<file path="config.mk">
export PLATFORM = sky130hd
export DESIGN_NAME = ex_operand_stage
export DESIGN_NICKNAME = d
export VERILOG_FILES = /design/src/rtl/rv32i_pkg.sv /design/src/rtl/ex_operand_stage_fwd_mux.sv /design/src/rtl/ex_operand_stage.sv
export SDC_FILE = /design/constraint.sdc
export NUM_CORES = 1
export LEC_CHECK = 0
export BUFFER_PORTS_ARGS = -buffer_cell sky130_fd_sc_hd__buf_2
export CAP_MARGIN = 25
export CORE_MARGIN = 1
export CORE_UTILIZATION = 35
export DETAILED_ROUTE_END_ITERATION = 10
export SLEW_MARGIN = 20
export SYNTH_ARGS = -nofsm -noshare
export SYNTH_HDL_FRONTEND = slang
export SYNTH_SLANG_ARGS = --single-unit
</file>
<file path="constraint.sdc">
create_clock -name pll_1_200MHz -period 2.51 [get_ports pll_1_200MHz]
set_input_delay 0 -clock pll_1_200MHz [delete_from_list [all_inputs] [get_ports pll_1_200MHz]]
set_output_delay 0 -clock pll_1_200MHz [all_outputs]
set_load 0.05 [all_outputs]
</file>
<file path="src/rtl/rv32i_pkg.sv">
// rv32i_pkg: shared RV32I datapath width, ALU operation codes and operand select codes.
package rv32i_pkg;
    localparam int XLEN = 32;
    typedef enum logic [3:0] {
        ALU_ADD  = 4'd0,
        ALU_SUB  = 4'd1,
        ALU_SLL  = 4'd2,
        ALU_SRL  = 4'd3,
        ALU_SRA  = 4'd4,
        ALU_SLT  = 4'd5,
        ALU_SLTU = 4'd6,
        ALU_AND  = 4'd7,
        ALU_OR   = 4'd8,
        ALU_XOR  = 4'd9
    } alu_op_e;
    localparam logic [1:0] SRC_A_RS1  = 2'd0;
    localparam logic [1:0] SRC_A_PC   = 2'd1;
    localparam logic [1:0] SRC_A_ZERO = 2'd2;
    localparam logic [1:0] SRC_B_RS2  = 2'd0;
    localparam logic [1:0] SRC_B_IMM  = 2'd1;
    localparam logic [1:0] SRC_B_FOUR = 2'd2;
endpackage

</file>
<file path="src/rtl/ex_operand_stage_fwd_mux.sv">
// fwd_mux: resolves one source register against EX, MEM and WB results in that priority.
module fwd_mux #(
    parameter int W = 32
) (
    input  logic [4:0]   i_rs_addr,
    input  logic [W-1:0] i_rf_data,
    input  logic         i_ex_en,
    input  logic [4:0]   i_ex_rd,
    input  logic [W-1:0] i_ex_data,
    input  logic         i_mem_en,
    input  logic [4:0]   i_mem_rd,
    input  logic [W-1:0] i_mem_data,
    input  logic         i_wb_en,
    input  logic [4:0]   i_wb_rd,
    input  logic [W-1:0] i_wb_data,
    output logic [W-1:0] o_data
);
    assign o_data = (i_rs_addr == 5'd0)                     ? '0 :
                    (i_ex_en  && i_ex_rd  == i_rs_addr)     ? i_ex_data :
                    (i_mem_en && i_mem_rd == i_rs_addr)     ? i_mem_data :
                    (i_wb_en  && i_wb_rd  == i_rs_addr)     ? i_wb_data : i_rf_data;
endmodule

</file>
<file path="src/rtl/ex_operand_stage.sv">
// ex_operand_stage: ID/EX register with operand forwarding, load-use bubble insertion
// and registered ALU operands.
module ex_operand_stage #(
    parameter int XLEN       = 32,
    parameter int ALU_CTRL_W = 4
) (
    input  logic                  pll_1_200MHz,
    input  logic                  pll_1_locked,
    input  logic                  id_valid,
    output logic                  id_ready,
    input  logic [XLEN-1:0]       id_pc,
    input  logic [XLEN-1:0]       id_imm,
    input  logic [4:0]            id_rs1_addr,
    input  logic [4:0]            id_rs2_addr,
    input  logic [4:0]            id_rd_addr,
    input  logic [XLEN-1:0]       id_rs1_data,
    input  logic [XLEN-1:0]       id_rs2_data,
    input  logic                  id_uses_rs1,
    input  logic                  id_uses_rs2,
    input  logic [1:0]            id_src_a_sel,
    input  logic [1:0]            id_src_b_sel,
    input  logic [ALU_CTRL_W-1:0] id_alu_control,
    input  logic                  id_reg_write,
    input  logic                  id_mem_read,
    input  logic                  id_mem_write,
    input  logic [XLEN-1:0]       alu_result,
    input  logic                  mem_fwd_valid,
    input  logic [4:0]            mem_fwd_rd,
    input  logic [XLEN-1:0]       mem_fwd_data,
    input  logic                  wb_fwd_valid,
    input  logic [4:0]            wb_fwd_rd,
    input  logic [XLEN-1:0]       wb_fwd_data,
    input  logic                  ex_stall,
    input  logic                  flush,
    output logic [XLEN-1:0]       operand_a,
    output logic [XLEN-1:0]       operand_b,
    output logic [ALU_CTRL_W-1:0] alu_control,
    output logic                  ex_valid,
    output logic [XLEN-1:0]       ex_pc,
    output logic [XLEN-1:0]       ex_store_data,
    output logic [4:0]            ex_rd_addr,
    output logic                  ex_reg_write,
    output logic                  ex_mem_read,
    output logic                  ex_mem_write
);
    import rv32i_pkg::*;

    logic                  r_valid, r_reg_write, r_mem_read, r_mem_write;
    logic [XLEN-1:0]       r_op_a, r_op_b, r_pc, r_store_data;
    logic [ALU_CTRL_W-1:0] r_alu_control;
    logic [4:0]            r_rd_addr;
    logic                  w_ex_fwd_en, w_load_use, w_capture;
    logic [XLEN-1:0]       w_rs1, w_rs2, w_op_a, w_op_b;

    // A load in EX has no value yet, so it is never a forward source; it stalls instead.
    assign w_ex_fwd_en = r_valid & r_reg_write & ~r_mem_read;
    assign w_load_use  = r_valid & r_mem_read & (r_rd_addr != 5'd0) &
                         ((id_uses_rs1 & (id_rs1_addr == r_rd_addr)) |
                          (id_uses_rs2 & (id_rs2_addr == r_rd_addr)));
    assign id_ready    = ~ex_stall & ~w_load_use;
    assign w_capture   = id_valid & ~w_load_use;

    fwd_mux #(.W(XLEN)) u_fwd_rs1 (
        .i_rs_addr(id_rs1_addr), .i_rf_data(id_rs1_data),
        .i_ex_en(w_ex_fwd_en), .i_ex_rd(r_rd_addr), .i_ex_data(alu_result),
        .i_mem_en(mem_fwd_valid), .i_mem_rd(mem_fwd_rd), .i_mem_data(mem_fwd_data),
        .i_wb_en(wb_fwd_valid), .i_wb_rd(wb_fwd_rd), .i_wb_data(wb_fwd_data),
        .o_data(w_rs1)
    );

    fwd_mux #(.W(XLEN)) u_fwd_rs2 (
        .i_rs_addr(id_rs2_addr), .i_rf_data(id_rs2_data),
        .i_ex_en(w_ex_fwd_en), .i_ex_rd(r_rd_addr), .i_ex_data(alu_result),
        .i_mem_en(mem_fwd_valid), .i_mem_rd(mem_fwd_rd), .i_mem_data(mem_fwd_data),
        .i_wb_en(wb_fwd_valid), .i_wb_rd(wb_fwd_rd), .i_wb_data(wb_fwd_data),
        .o_data(w_rs2)
    );

    assign w_op_a = (id_src_a_sel == SRC_A_RS1) ? w_rs1 :
                    (id_src_a_sel == SRC_A_PC)  ? id_pc : '0;
    assign w_op_b = (id_src_b_sel == SRC_B_RS2)  ? w_rs2 :
                    (id_src_b_sel == SRC_B_IMM)  ? id_imm :
                    (id_src_b_sel == SRC_B_FOUR) ? XLEN'(4) : '0;

    // Datapath registers load on every non-stalled cycle; bubbles only clear valid and flags.
    always_ff @(posedge pll_1_200MHz or negedge pll_1_locked) begin
        if (!pll_1_locked) begin
            r_valid       <= 1'b0;
            r_reg_write   <= 1'b0;
            r_mem_read    <= 1'b0;
            r_mem_write   <= 1'b0;
            r_op_a        <= '0;
            r_op_b        <= '0;
            r_pc          <= '0;
            r_store_data  <= '0;
            r_rd_addr     <= '0;
            r_alu_control <= ALU_CTRL_W'(ALU_ADD);
        end else if (flush) begin
            r_valid       <= 1'b0;
            r_reg_write   <= 1'b0;
            r_mem_read    <= 1'b0;
            r_mem_write   <= 1'b0;
        end else if (!ex_stall) begin
            r_valid       <= w_capture;
            r_reg_write   <= w_capture & id_reg_write;
            r_mem_read    <= w_capture & id_mem_read;
            r_mem_write   <= w_capture & id_mem_write;
            r_op_a        <= w_op_a;
            r_op_b        <= w_op_b;
            r_pc          <= id_pc;
            r_store_data  <= w_rs2;
            r_rd_addr     <= id_rd_addr;
            r_alu_control <= id_alu_control;
        end
    end

    assign ex_valid      = r_valid;
    assign ex_reg_write  = r_reg_write;
    assign ex_mem_read   = r_mem_read;
    assign ex_mem_write  = r_mem_write;
    assign operand_a     = r_op_a;
    assign operand_b     = r_op_b;
    assign ex_pc         = r_pc;
    assign ex_store_data = r_store_data;
    assign ex_rd_addr    = r_rd_addr;
    assign alu_control   = r_alu_control;
endmodule

</file>
==> metrics.cfg, run 1 <==
[run_status]
status=completed

[setup_path]
cpPeakStageDelay_ns=0.57
cp-start-kind=register
crit_arrival_ns=2.69
cp_slowest_cell=dlygate4sd3_1
critPathKind=register to register
crit_path_end_kind=register
critPathMaxFanout=16
required_ns=2.87
worstPathCellList=xor2_1, nor3_2, and3_2, buf_4, nand4_1, o211ai_1, dlygate4sd3_1
critical_path_buf_inv_count=2
crit_family=buffers and inverters

[finish]
syn_to_final_growth_pct=60.4
fillers=2204
drive_gt1_frac=0.323
nNetsFinal=1816
fin_area_mm2=0.0139
final_cells=1887
final_common_cell=buf_2
final-seq-area_mm2=0.00353
multiInputGateArea_mm2=0.00480
mostFrequentLayoutCells=buf_2, dlygate4sd3_1, nand2_1

[timing]
clock_skew_ns=0.00983
fmax_mhz=429
drv_slew=0
rsz0062_at_grt=no
worst_pin_slew_ns=0.866
fin_crit_ns=2.33
relSlewSlack=0.423
whs_ns=0.0208
hold_viol=0
finalSetupViolCount=0
period_share=0.929
fin_tns_setup_ns=0

[routing]
drt-total-wl_um=43300
vias_per_cell=5.97
avgRoutedWirePerCell_um=22.9
drtIter0Drc=1145
vias=11300
route.detailed.drc=0
ant_nets=0
first_pass_iters=6

[logic_synthesis]
ys_warn_count=0
syn_nets=1241
netlist_area_mm2=0.00863
syn-instance-count=972
ys_ff_latch=141
ys_seq_area_frac=0.409
avgSynthCellArea_um2=8.88
yosysUniqueCellTypes=38

[placed_design]
dp.cells=1644
routabilityCongestion=0.904
placed_cell_area_mm2=0.0111
dp_hpwl_um=28700
io_buffers=410

[min_path]
hp-class=input pin to register

[floorplanning]
row_count=57
die_y_um=159
dieArea_mm2=0.0253
die_width_um=159
boundaryPins=411
core_area_mm2=0.0242
start_util=0.356

[power]
power_leakage_nw=6.55
max-vdd-ir-drop_mv=0.407
total_power_w=0.00848
power_density_mw_per_mm2=612

[clock_tree]
path_clk_slew_ns=0.07
numCtsBuffers=17
cts_root_buf=clkbuf_16
cts_buffer_depth=2
tritoncts=done
htree_num_levels=4
clock_latency_ns=0.43
cts.sink_count=141

[global_routing]
grt_max_degree=65
grt_pass1_wl_um=66600
grt_overflow_total=0
gr-usage-all-layers=0.340
grt_pass1_vias=11400
antenna_found_initial=4

[run]
maxCapViolCount=0

[synthesized netlist by cell type]
master,instances,area (um2)
buf_1,1,3.75
o211ai_1,64,480
xnor2_1,12,105
or2_1,1,6.26
nor4_1,2,12.5
buf_2,11,55.1
or4_1,2,15.0
dfrtp_1,141,3530
nor3_1,3,15.0
a22o_1,63,552
a21boi_0,1,7.51
and2_0,1,6.26
nand3_1,73,365
clkbuf_1,90,338
a32oi_1,31,272
nor2_1,10,37.5
a221o_1,63,631
nor3b_1,2,15.0
nand2_1,168,631
o21ai_1,1,5.00
and4_1,2,17.5
inv_1,1,3.75
a31oi_1,1,6.26
nand3b_1,1,7.51
nor2b_1,1,6.26
o21a_1,32,240
o311ai_0,2,17.5
nor4_4,1,21.3
a22oi_1,1,7.51
a21oi_2,1,8.76
a2bb2oi_1,31,272
nand2_2,1,6.26
and3_1,2,12.5
xor2_1,18,158
nand4_1,33,206
a21oi_1,2,10.0
o21ai_0,68,340
and2_1,34,213
[worst min-delay path: cells and delay by family]
family,cells,cell delay [ns]
simple gates,1,0.13
buf+inv,1,0.10
compound gates,2,0.17
[path summary, 6_finish.rpt]
kind,startpoint,to,slack (ns),cells after the start
worst min-delay path,id_rs2_data[29],ex_store_data[29],0.02,4
worst min register to register,ex_pc[1],ex_pc[1],0.48,2
min in group asynchronous,pll_1_locked,ex_pc[12],0.10,2
worst max register to register,ex_rd_addr[2],ex_store_data[12],0.18,7
max in group asynchronous,pll_1_locked,ex_store_data[8],1.65,3
worst max-delay path,ex_rd_addr[2],ex_store_data[12],0.18,7
[logic make-up after synthesis]
| logic type | Yosys count | share of synthesized area |
|---|---|---|
| compound gates | 361 | 0.330 |
| flops | 141 | 0.409 |
| buf+inv | 103 | 0.0464 |
| simple gates | 337 | 0.185 |
| xor+xnor | 30 | 0.0304 |
[metal layers]
| metal | up-vias | global-route usage | wire (um) |
|---|---|---|---|
| met5 | - | 0 | 10 |
| met4 | 2 | 0.151 | 1660 |
| met3 | 135 | 0.0797 | 4340 |
| met2 | 811 | 0.557 | 20400 |
| met1 | 5451 | 0.427 | 16900 |
| li1 | 4874 | - | - |
[registers in the layout, indices dropped and copies added (netlist names)]
register	count
operand_b	32
ex_mem_read	1
ex_store_data	32
ex_pc	32
ex_reg_write	1
ex_rd_addr	5
alu_control	4
ex_mem_write	1
ex_valid	1
operand_a	32
[where the power goes]
part           switching, W  leakage, nW  internal, W  total [W]
combinational       0.00198         4.45     0.000994    0.00298
sequential         0.000186         1.80      0.00256    0.00274
clock               0.00114        0.295      0.00162    0.00276
[cell type report]
type	count	area share
well taps	324	0.0293
clock inverters	13	0.0129
repair buffers	658	0.324
multi-input cells	728	0.347
diodes	3	0.000542
inverters	1	0.000271
clock buffers	19	0.0320
flip-flops and latches	141	0.255
[metrics by stage]
step | util | setup slack (ns)
floorplan | - | 0.441
global placement | 0.458 | 0.438
detailed placement | 0.458 | 0.357
CTS | 0.569 | 0.119
global route | 0.571 | 0.0393
finish | 0.571 | 0.178
[what timing repair did]
action / 4_1_cts / 5_1_grt
setup endpoints to repair: 0 / 6
buffers inserted: 0 / 0
hold buffers: 207 / 0
endpoints found under the hold margin: 189 / 0
resized for setup: 0 / 2
Power figures use the tool's default switching activity.
==> run 2, diff against run 1 <==
CTS_BUF_LIST = sky130_fd_sc_hd__clkbuf_8   (was unset)
==> run 2 against run 1 <==
Cell count is 1.3% higher. Critical endpoint is now ex_store_data[18]. Design area grew 0.48%. Via count grew 0.30%. Die area is the same. Clock-buffer cell count down 1. Wire length rose by 0.46%. Sequential power about the same. Critical path depth unchanged. Clock power decreased by 24%. Largest power group unchanged. Global-route usage is 0.12 points higher.
==> metrics.cfg, run 2 (synthesis results as in run 1) <==
[run_status]
status=completed

[routing]
drtIter0Drc=1137  ; -0.70%
vias_per_cell=5.91  ; -1.0%
first_pass_iters=8  ; +2
route.detailed.drc=0  ; unchanged
ant_nets=0  ; unchanged
vias=11300  ; +0.30%
drt-total-wl_um=43500  ; +0.46%
avgRoutedWirePerCell_um=22.7  ; -0.85%

[finish]
fillers=2209  ; +0.23%
mostFrequentLayoutCells=buf_2, dlygate4sd3_1, nand2_1
drive_gt1_frac=0.318  ; -0.00530
fin_area_mm2=0.0139  ; +0.48%
multiInputGateArea_mm2=0.00480  ; unchanged
syn_to_final_growth_pct=61.2
final_common_cell=buf_2
final-seq-area_mm2=0.00353  ; unchanged
nNetsFinal=1842  ; +1.4%
final_core_utilization=0.574  ; +0.00273

[timing]
rsz0062_at_grt=no
worst_pin_slew_ns=0.876  ; +0.00954 ns
finalSetupViolCount=0  ; unchanged
fmax_mhz=423  ; -1.3%
drv_slew=0  ; unchanged
period_share=0.941  ; +0.0119
fin_crit_ns=2.36  ; +0.0298 ns
relSlewSlack=0.416  ; -0.00636
hold_viol=0  ; unchanged
fin_tns_setup_ns=0  ; unchanged
clock_skew_ns=0.0190  ; +0.00913 ns

[min_path]
hp-class=input pin to register

[setup_path]
crit_path_end_kind=register
required_ns=2.91  ; +0.04 ns
crit_arrival_ns=2.76  ; +0.07 ns
critPathMaxFanout=17  ; +1
critPathKind=register to register
cp-start-kind=register

[floorplanning]
row_count=57  ; unchanged
boundaryPins=411  ; unchanged
die_y_um=159  ; unchanged
core_area_mm2=0.0242  ; unchanged
start_util=0.356  ; unchanged
die_width_um=159  ; unchanged
dieArea_mm2=0.0253  ; unchanged

[placed_design]
io_buffers=410  ; unchanged
routabilityCongestion=0.904  ; unchanged
dp_hpwl_um=28700  ; unchanged
placed_cell_area_mm2=0.0111  ; unchanged

[global_routing]
grt_overflow_total=0  ; unchanged
antenna_found_initial=4  ; unchanged
grt_max_degree=65  ; unchanged
gr-usage-all-layers=0.341  ; +0.00117
grt_pass1_vias=11500  ; +0.91%
grt_pass1_wl_um=66900  ; +0.42%

[power]
power_leakage_nw=6.58  ; +0.59%
p_comb_frac=0.387  ; +0.036
swShare=0.412  ; +0.0212
p_sw_w=0.00325  ; -2.0%
max-vdd-ir-drop_mv=0.302  ; -26%
p_clk_frac=0.266  ; -0.060
power_density_mw_per_mm2=566  ; -7.5%
p_int_w=0.00464  ; -10%
seqPwrFrac=0.348  ; +0.025

[clock_tree]
path_clk_slew_ns=0.10  ; +0.03 ns
numCtsBuffers=17  ; unchanged
cts_root_buf=clkbuf_8
cts.sink_count=141  ; unchanged
clock_latency_ns=0.46  ; +0.03 ns
postCtsSetupRepairBufs=0  ; unchanged
tritoncts=done
cts_buffer_depth=2  ; unchanged
htree_num_levels=4  ; unchanged

[run]
maxCapViolCount=0  ; unchanged

## run 2: changes by cell type in the layout (fill, tap and decap cells not counted)
cell	delta
clkbuf_8	+17
inv_1	+1
clkbuf_1	-1
clkbuf_16	-17
dlygate4sd3_1	+26
diode_2	-1
## run 2: through the flow
stage,power (W),hold WS (ns),instances,setup WS [ns]
2_1_floorplan,0.00449,-0.296,972,0.441
3_3_place_gp,0.00543,-0.00605,1644,0.438
3_5_place_dp,0.00544,-0.00767,1644,0.357
4_1_cts,0.00785,0.000614,1909,0.0951
5_1_grt,0.00815,0.00494,1912,0.00419
6_report,0.00788,0.0252,1912,0.149
## run 2: area by class of cell
type / count / share of cell area
Clock buffer: 18 / 0.0178
Tap cell: 324 / 0.0291
Antenna cell: 2 / 0.000360
Multi-Input combinational cell: 728 / 0.345
Inverter: 1 / 0.000270
Timing Repair Buffer: 684 / 0.341
Sequential cell: 141 / 0.254
Clock inverter: 14 / 0.0131
## run 2: critical path: stages (launching register included)
cell	delay, ns
dfrtp_1	0.45
xor2_1	0.18
nor3_2	0.24
and3_2	0.28
buf_4	0.30
nand4_1	0.14
o211ai_1	0.13
dlygate4sd3_1	0.57
## run 2: power by group through the flow
| stage | Clock (W) | Sequential [W] | Combinational, W |
|---|---|---|---|
| floorplan | 0 | 0.00376 | 0.000722 |
| global placement | 0 | 0.00277 | 0.00266 |
| detailed placement | 0 | 0.00277 | 0.00267 |
| CTS | 0.00211 | 0.00273 | 0.00300 |
| global route | 0.00218 | 0.00277 | 0.00320 |
| finish | 0.00209 | 0.00274 | 0.00305 |
## run 2: path summary, 6_finish.rpt
kind | to | startpoint | cells past startpoint | slack (ns)
worst max-delay path | ex_store_data[18] | ex_rd_addr[1] | 7 | 0.15
min in group asynchronous | ex_pc[12] | pll_1_locked | 2 | 0.07
worst min-delay path | ex_store_data[7] | id_rs2_data[7] | 4 | 0.03
worst min register to register | alu_control[2] | alu_control[2] | 2 | 0.48
max in group asynchronous | ex_store_data[8] | pll_1_locked | 3 | 1.68
worst max register to register | ex_store_data[18] | ex_rd_addr[1] | 7 | 0.15
## run 2: routing by layer
layer | GRT usage | up-vias | routed length, um
met2 | 0.569 | 796 | 20700
met4 | 0.151 | 4 | 1510
met5 | 0 | - | 23
li1 | - | 4932 | -
met1 | 0.427 | 5450 | 17100
met3 | 0.0703 | 125 | 4190
## run 2: what timing repair did
item	in CTS	in global routing
hold buffers	233	0
hold endpoints to repair	271	0
resized for setup	0	2
setup endpoints to repair	0	23
==> run 3, diff against run 2 <==
PLACE_DENSITY = 0.74   (was unset)
==> run 3 against run 2 <==
Core utilization is 0.27 points lower. Combinational power hardly changed. Register-to-register slack worse by 0.05 ns. Critical path type unchanged. Critical path depth stayed put. Die area stayed put. Hold slack better by 0.022 ns. Total power is 3.0% lower. Non-clock buffer count is 2 lower. Highest routed layer unchanged. Global-route usage is 0.064 points lower. Clock skew is 0.0032 ns higher. Clock power is 12% lower. Sequential power hardly changed.
==> metrics.cfg, run 3 (synthesis results as in run 1) <==
[timing]
fin_crit_ns=2.42  ; +0.0545 ns
clock_skew_ns=0.0222  ; +0.00324 ns
drv_slew=0  ; unchanged
fin_tns_setup_ns=0  ; unchanged
relSlewSlack=0.306  ; -0.110
fmax_mhz=414  ; -2.3%
finalSetupViolCount=0  ; unchanged
hold_viol=0  ; unchanged
rsz0062_at_grt=no
worst_pin_slew_ns=1.04  ; +0.163 ns
period_share=0.963  ; +0.0217

[placed_design]
io_buffers=410  ; unchanged
routabilityCongestion=0.889  ; -1.7%
dp_hpwl_um=28500  ; -0.86%
dp.cells=1641  ; -0.18%

[clock_tree]
htree_num_levels=4  ; unchanged
cts_buffer_depth=2  ; unchanged
clock_latency_ns=0.45  ; about the same
path_clk_slew_ns=0.10  ; about the same
numCtsBuffers=17  ; unchanged
cts.sink_count=141  ; unchanged
tritoncts=done
cts_root_buf=clkbuf_8

[finish]
final_common_cell=buf_2
syn_to_final_growth_pct=60.4
drive_gt1_frac=0.316  ; -0.00149
nNetsFinal=1840  ; -0.11%
mostFrequentLayoutCells=buf_2, dlygate4sd3_1, nand2_1
final_cells=1911  ; -0.052%
fillers=2088  ; -5.5%

[global_routing]
gr-usage-all-layers=0.341  ; -0.000641
antenna_found_initial=2  ; -2
grt_pass1_wl_um=66900  ; about the same
use_met3=0.0821  ; +0.0117
grt_pass1_vias=12100  ; +5.1%
grt_use_met1=0.397  ; -0.0293
top_usage_layer=met2
grt_max_degree=72  ; +11%
grt_util_met2=0.568  ; -0.00120
grt_overflow_total=0  ; unchanged

[routing]
first_pass_iters=7  ; -1
vias=11800  ; +4.6%
ant_nets=0  ; unchanged
route.detailed.drc=0  ; unchanged
avgRoutedWirePerCell_um=23.3  ; +2.4%
vias_per_cell=6.19  ; +4.6%
drtIter0Drc=1351  ; +19%
drt-total-wl_um=44500  ; +2.3%

[setup_path]
required_ns=2.88  ; -0.03 ns
crit_arrival_ns=2.79  ; +0.03 ns
critPathMaxFanout=17  ; unchanged
cp-start-kind=register
critPathKind=register to register
cpPeakStageDelay_ns=0.57  ; about the same
crit_path_end_kind=register
cp_slowest_cell=dlygate4sd3_1
critical_path_buf_inv_count=2  ; unchanged
worstPathCellList=xor2_1, nor3_2, and3_2, buf_4, nand4_1, o211ai_1, dlygate4sd3_1
crit_family=buffers and inverters

[floorplanning]
row_count=57  ; unchanged
start_util=0.356  ; unchanged
die_width_um=159  ; unchanged
dieArea_mm2=0.0253  ; unchanged
die_y_um=159  ; unchanged
core_area_mm2=0.0242  ; unchanged
boundaryPins=411  ; unchanged

[power]
power_density_mw_per_mm2=552  ; -2.5%
max-vdd-ir-drop_mv=0.315  ; +4.3%
power_leakage_nw=6.54  ; -0.65%

[min_path]
hp-class=input pin to register

[run]
maxCapViolCount=0  ; unchanged

[run_status]
status=completed

run 3: stage by stage:
| step | hold WS (ns) | setup WS [ns] | utilization | power, W | cell area [um2] |
|---|---|---|---|---|---|
| finish | 0.0473 | 0.0940 | 0.571 | 0.00765 | 13900 |
| global route | 0.0390 | 0.0416 | 0.571 | 0.00790 | 13800 |
| CTS | 0.0000290 | 0.0169 | 0.570 | 0.00757 | 13800 |
| detailed placement | 0.0272 | 0.450 | 0.458 | 0.00543 | 11100 |
| global placement | 0.0299 | 0.537 | 0.458 | 0.00541 | 11100 |
| floorplan | -0.296 | 0.441 | - | 0.00449 | 8630 |
run 3: cell type report:
cell class                      instances  area, um2  share of cell area
Sequential cell                       141       3530               0.255
Inverter                                1       3.75            0.000271
Multi-Input combinational cell        728       4800               0.347
Tap cell                              324        405              0.0293
Clock buffer                           17        234              0.0169
Timing Repair Buffer                  682       4740               0.342
Clock inverter                         15        129             0.00930
Antenna cell                            3       7.51            0.000542
run 3: final timing paths:
check | end | slack, ns | cells after the start | startpoint
max in group asynchronous | operand_a[25] | 1.56 | 3 | pll_1_locked
min in group asynchronous | ex_pc[10] | 0.08 | 2 | pll_1_locked
max reg2reg | ex_store_data[13] | 0.09 | 7 | ex_rd_addr[2]
min reg2reg | ex_pc[2] | 0.49 | 2 | ex_pc[2]
min | ex_store_data[27] | 0.05 | 4 | id_rs2_data[27]
max | ex_store_data[13] | 0.09 | 7 | ex_rd_addr[2]
run 3: where the power goes:
| part | leakage, nW | internal, W | switching [W] |
|---|---|---|---|
| clock network | 0.183 | 0.000720 | 0.00111 |
| registers | 1.80 | 0.00255 | 0.000202 |
| logic | 4.56 | 0.00105 | 0.00201 |
| total | 6.54 | 0.00432 | 0.00332 |
run 3: per-layer routing:
metal	part of all wire	vias to the layer above
li1	-	4931
met1	0.36	5533
met2	0.47	1117
met3	0.11	243
met4	0.058	2
met5	0.00018	-
run 3: what timing repair did:
item / CTS / global route
endpoints found under the setup margin: 0 / 20
buffers inserted: 0 / 0
hold buffers: 235 / 0
gates resized for setup: 0 / 3
hold endpoints to repair: 209 / 0
run 3: tightest hold or removal path: stages:
cell and delay (ns):
buf_2 0.11, o21ai_0 0.09, and2_1 0.13, o211ai_1 0.10
